==> src/rtl/pcm_frame_packer.sv <==
// Packs little-endian 16-bit PCM samples popped byte-wise from the audio FIFO
// into transmit frames, keeping one frame staged. Option: PCM_PACKER_PARITY_EN.
module pcm_frame_packer #(
  parameter int PAD_HI_W = 2,
  parameter int TRAIL_W  = 2,
  parameter int UCNT_W   = 8,
  localparam int FRAME_W = PAD_HI_W + 16 + TRAIL_W
) (
  input  logic               clk_in,
  input  logic               rst_in,
  input  logic               enable_in,
  input  logic               fifo_empty_in,
  input  logic [7:0]         fifo_dout_in,
  output logic               fifo_rd_en_out,
  input  logic               frame_req_in,
  output logic [FRAME_W-1:0] frame_out,
  output logic               staged_valid_out,
  output logic [UCNT_W-1:0]  underrun_cnt_out
);

  typedef enum logic [2:0] {
    IDLE, FETCH_LO, LATCH_LO, FETCH_HI, LATCH_HI, READY
  } state_t;

  state_t               state, state_nxt;
  logic [7:0]           lo_q;
  logic [FRAME_W-1:0]   staging;
  logic [15:0]          sample;
  logic [TRAIL_W-1:0]   trailer;
  logic                 serve;

  assign sample = {fifo_dout_in, lo_q};
  // Dropping enable discards the staged frame, so a request then is silence.
  assign serve  = (state == READY) && enable_in && frame_req_in;

  always_comb begin
    trailer = '0;
`ifdef PCM_PACKER_PARITY_EN
    trailer[0] = ^sample;
`endif
  end

  always_comb begin
    state_nxt      = state;
    fifo_rd_en_out = 1'b0;
    if (!enable_in) begin
      state_nxt = IDLE;
    end else begin
      case (state)
        IDLE:     state_nxt = FETCH_LO;
        FETCH_LO: if (!fifo_empty_in) begin
                    fifo_rd_en_out = 1'b1;
                    state_nxt      = LATCH_LO;
                  end
        LATCH_LO: state_nxt = FETCH_HI;
        FETCH_HI: if (!fifo_empty_in) begin
                    fifo_rd_en_out = 1'b1;
                    state_nxt      = LATCH_HI;
                  end
        LATCH_HI: state_nxt = READY;
        READY:    if (frame_req_in) state_nxt = FETCH_LO;
        default:  state_nxt = IDLE;
      endcase
    end
  end

  always_ff @(posedge clk_in or posedge rst_in) begin
    if (rst_in) begin
      state            <= IDLE;
      lo_q             <= '0;
      staging          <= '0;
      staged_valid_out <= 1'b0;
      frame_out        <= '0;
      underrun_cnt_out <= '0;
    end else begin
      state <= state_nxt;
      if (state == LATCH_LO && enable_in)
        lo_q <= fifo_dout_in;
      if (!enable_in) begin
        staged_valid_out <= 1'b0;
      end else if (state == LATCH_HI) begin
        staging          <= {{PAD_HI_W{1'b0}}, sample, trailer};
        staged_valid_out <= 1'b1;
      end else if (serve) begin
        staged_valid_out <= 1'b0;
      end
      // Any request outside READY is answered with silence and counted.
      if (frame_req_in) begin
        if (serve) begin
          frame_out <= staging;
        end else begin
          frame_out <= '0;
          if (underrun_cnt_out != {UCNT_W{1'b1}})
            underrun_cnt_out <= underrun_cnt_out + {{(UCNT_W-1){1'b0}}, 1'b1};
        end
      end
    end
  end

endmodule

==> config.mk <==
export PLATFORM = sky130hd
export DESIGN_NAME = pcm_frame_packer
export DESIGN_NICKNAME = d
export VERILOG_FILES = /design/src/rtl/pcm_frame_packer.sv
export SDC_FILE = /design/constraint.sdc
export NUM_CORES = 1
export LEC_CHECK = 0
export ABC_AREA = 1
export CELL_PAD_IN_SITES_DETAIL_PLACEMENT = 1
export CELL_PAD_IN_SITES_GLOBAL_PLACEMENT = 1
export CORE_MARGIN = 10
export CORE_UTILIZATION = 35
export DETAILED_ROUTE_END_ITERATION = 10
export HOLD_SLACK_MARGIN = 0.03
export PLACE_DENSITY = 0.76
export SYNTH_ARGS = -nofsm -noshare
export SYNTH_HDL_FRONTEND = slang
export SYNTH_SLANG_ARGS = --single-unit
==> constraint.sdc <==
create_clock -name clk_in -period 1.6 [get_ports clk_in]
set_input_delay 0.32 -clock clk_in [delete_from_list [all_inputs] [get_ports clk_in]]
set_output_delay 0.32 -clock clk_in [all_outputs]
set_load 0.01 [all_outputs]
Word level (Yosys, flattened, before mapping). Index checks and enable logic that the tools add are counted.

Add/subtract/negate cells: 1. Eq/ne operators: 10. Muxes and demuxes: 12. Bitwise logic cells: 1. Reductions and logical operators: 8.

Operators by type and width (count): 2-to-1 mux 18 bit (1); case mux 3 bit (6 select lines) (1); 2-to-1 mux 3 bit (4); != test 3 bit (second input constant) (3); adder 8 x 1 -> 8 bit (second input constant) (1); != test 8 bit (second input constant) (1); == test 3 x 2 -> 1 bit (second input constant) (2); == test 3 bit (second input constant) (2); 2-to-1 mux 1 bit (6); AND reduction 3 bit (2); == test 3 x 1 -> 1 bit (second input constant) (1); logical AND 1 bit (3); zero test 3 bit (1); != test 3 x 1 -> 1 bit (second input constant) (1); AND reduction 2 bit (1); OR reduction 2 bit (1); NOT 1 bit (1).

Register bits: 56. Input bits: 13. Output and inout port bits: 30.

Logic depth before layout (Yosys ltp).
Depth in word-level cells: 6. Mapped depth: 8.

Worst setup path before layout. OpenSTA, ideal clock, no wires.

Path kind: register to register. From: register underrun_cnt_out[0]. To: register underrun_cnt_out[4]. Library setup time: 0.065 ns. Arrival time: 1.288 ns. Slack: 0.247 ns. Stages on the path, launching flop included: 9. Buffers on the path: 0. Path through: dfrtp_1 > ha_1 > nand2_1 > nor2_2 > nand2_1 > clkinv_1 > nor2_2 > nand2_1 > nand2_1.

Word-level cells in the longest chain between the ends: 2.

RTL lines: start, declared (line 18) `output logic [UCNT_W-1:0] underrun_cnt_out`; start signal, assigned (line 94) `underrun_cnt_out <= underrun_cnt_out + {{(UCNT_W-1){1'b0}}, 1'b1};`; parallel branches: the longest is 2 deep, another holds adder 8 x 1 -> 8 bit.

Several ways; the timed one is not identified. A chain may end at the register's enable or synchronous reset.

Worst setup path in the final report.
From: register frame_out[3]. To: output frame_out[3].

RTL lines: start, declared (line 16) `output logic [FRAME_W-1:0] frame_out,`; start signal, assigned (line 90) `frame_out <= staging;`.

No word-level cell between the ends.

==> impl_results.md <==
- Outcome: finished, final reports clean
- Initial core utilization: 0.365
- Width of the die: a little over 100 microns
- CTS clk-pin slew, worst paths: ~0.10 ns
- WS Path Type: reg2out
- Maximum vdd drop: around 0.55 mV
- # diodes: 0
- DR vias: around 1900
- CP Launch Type: flip-flop
- Sequential element share of the synthesized area: 0.556
- Tot Pwr: 4.42 mW
- Setup Slack @ Placement: -0.245 ns
- Remaining Overflow, GRT: 0
- Row count: 29
- CORE AREA: roughly 6400 sq um
- Setup TNS: 0 ns
- Static Leak: ~1.6 nW
- Unrepaired setup endpoints after global routing: no
- Layout area overhead: 33.1%
- Main area contributors after synthesis: dfrtp_1, nand2_1, o21ai_0, inv_1, o21ai_2
- Final period util: 0.971
- Crit-path cells: clkdlybuf4s50_1
- Gr usage total: 0.118
- Synth warn: 0
- Placed cell count: roughly 400
- Pwr Density: roughly 1400 nW/um^2
- FMAX: roughly 640 MHz
- Syn Area/Cell: ~8.8 sq um
- DP Area: around 2900 sq um
- DRT Pass-1 Iters: 4
- Cell area after synthesis: between 2000 and 2500 sq um
- Final Skew: between 0.01 and 0.015 ns
- Final Hold Vio Count: 0
- Cts bufs inserted: 5
- Setup violators final: 0
- #FFs+latches synth: between 50 and 60
- Post-synth top area share: 0.556
- WHS: between 0.2 and 0.3 ns
- Pin count of the biggest net entering global routing: 34
- Clk buf depth: 2
- Post-DR wirelength/cell: between 10 and 15 microns
- Routability Congestion: roughly 0.76
- DP HPWL: 4.26 mm
- CP max stage cell: clkdlybuf4s50_1
- Fin util: 0.485
- Worst skew pair latency: around 0.31 ns
- Initial antenna violation count: 0
- CTS root buf: clkbuf_8
- Fin cells: 404
- Die height: 102 microns
- Num Clock Sinks: 52
- WP buf/inv: 1
- Routed wire length: about 6 mm
- Data required time of the worst path: 1.28 ns
- Antenna Violating Nets Remaining: 0
- Worst path arrival time: approximately 1.2 ns
- Global-route wire length before repair: 9.81 mm
- Max-Cap Viols: 0
- Max-slew violations: 0
- Routed vias/inst: roughly 4.7
- Nets@finish: 340
- Largest stage delay, worst path: 0.55 ns
- PnR worst setup slack: about 0.047 ns
- HP Class: in2async
- Yosys cell types: 25
- Syn Inst Count: about 270
- Share of cells above drive strength 1: 0.187
- CTS tree: done
- Htree depth: 2
- Vias in the first global route: about 2000
- Worst Setup End Kind: primary output
- Top Ports: 43
- Cell taking the most area after synthesis: dfrtp_1
- Worst-path maximum fanout: 2
- Post-route cell area: 3120 sq um
- Number of port buffers: 38
- Drt first-iter violations: 48
- CP top delay family: buffers and inverters
- # DRC: 0
- Die Area: slightly above 10000 sq um
- Final worst path period need: about 1.6 ns
-- where the power goes --
part | total [mW] | internal (mW) | switching (mW)
combinational | 1.54 | 0.665 | 0.872
sequential | 1.95 | 1.73 | 0.220
clock | 0.931 | 0.474 | 0.458
-- cell families (layout without fill, tap and decap cells) --
group | count (synthesis) | count (layout) | synth area share
AND/OR/NAND/NOR | 113 | 113 | 0.220
XOR/XNOR | 3 | 3 | 0.0112
flip-flops | 52 | 52 | 0.556
buffers and inverters | 50 | 109 | 0.0957
other | 1 | 4 | 0.00160
AO/OA/AOI/OAI | 45 | 45 | 0.111
adder cells (fa/ha/maj) | 1 | 1 | 0.00534
-- synth_stat cells --
master and n:
nand2_1 85, buf_2 2, nand3_4 1, nor2_2 2, buf_6 1, nand4_1 5, nand2_4 1, ha_1 1
o21ai_2 9, clkinv_1 1, nand3_2 2, nor2_4 2, nand4_2 2, buf_4 7, o21ai_0 31, nor2_1 8
a21oi_1 2, nand3_1 5, o21ai_1 3, conb_1 1, inv_1 35, dfrtp_1 52, inv_2 3, xor2_1 3
clkbuf_1 1
-- layout make-up --
| class | instances | area [sq um] |
|---|---|---|
| Fill cell | 744 | 3310 |
| Clock buffer | 6 | 72.6 |
| Clock inverter | 2 | 38.8 |
| Timing Repair Buffer | 62 | 613 |
| Tap cell | 77 | 96.3 |
| Sequential cell | 52 | 1310 |
| Inverter | 39 | 146 |
| Multi-Input combinational cell | 166 | 845 |
-- layer usage --
metal  wire length, microns  GRT usage  share of wire
met1                   2680      0.137           0.45
met2                   2890      0.205           0.48
met3                    309     0.0327          0.052
met4                     90     0.0418          0.015
met5                      0          0              0
-- layout by cell type, fill, tap and decap left out --
| cell type | n |
|---|---|
| a21oi_1 | 2 |
| buf_12 | 4 |
| buf_2 | 1 |
| buf_4 | 20 |
| bufinv_16 | 1 |
| clkbuf_1 | 1 |
| clkbuf_8 | 5 |
| clkdlybuf4s50_1 | 28 |
| clkinv_1 | 1 |
| conb_1 | 4 |
| dfrtp_1 | 49 |
| dfrtp_2 | 3 |
| dlygate4sd2_1 | 4 |
| dlymetal6s2s_1 | 5 |
| ha_1 | 1 |
| inv_1 | 34 |
| inv_2 | 4 |
| inv_6 | 1 |
| nand2_1 | 83 |
| nand2_2 | 2 |
| nand2_4 | 1 |
| nand3_1 | 5 |
| nand3_2 | 2 |
| nand3_4 | 1 |
| nand4_1 | 5 |
| nand4_2 | 2 |
| nor2_1 | 7 |
| nor2_2 | 1 |
| nor2_4 | 4 |
| o21ai_0 | 31 |
| o21ai_1 | 3 |
| o21ai_2 | 9 |
| xor2_1 | 3 |
-- state kept, by name (all words and copies together) (netlist names) --
| signal | count |
|---|---|
| frame_out | 16 |
| lo_q | 8 |
| staged_valid_out | 1 |
| staging | 16 |
| state | 3 |
| underrun_cnt_out | 8 |
-- final timing paths --
kind | startpoint | end | slack (ns) | depth (start not counted)
worst max-delay path | frame_out[3]$_DFFE_PP0P_ | frame_out[3] | 0.05 | 1
worst min-delay path | rst_in | underrun_cnt_out[6]$_DFFE_PP0P_ | 0.29 | 2
worst max register to register | underrun_cnt_out[0]$_DFFE_PP0P_ | underrun_cnt_out[3]$_DFFE_PP0P_ | 0.09 | 8
worst min register to register | frame_out[2]$_DFFE_PP0P_ | frame_out[2]$_DFFE_PP0P_ | 0.49 | 2
max in group asynchronous | rst_in | lo_q[6]$_DFFE_PP0P_ | 0.86 | 3
min in group clk_in | frame_out[2]$_DFFE_PP0P_ | frame_out[2]$_DFFE_PP0P_ | 0.49 | 2
-- what timing repair did --
item / 4_1_cts / 5_1_grt
endpoints found under the setup margin: 10 / 12
hold buffers: 0 / 0
buffers inserted: 5 / 0
pin swaps: 0 / 1
resized for setup: 11 / 10
Note: power is estimated with default switching activity, not from simulation.
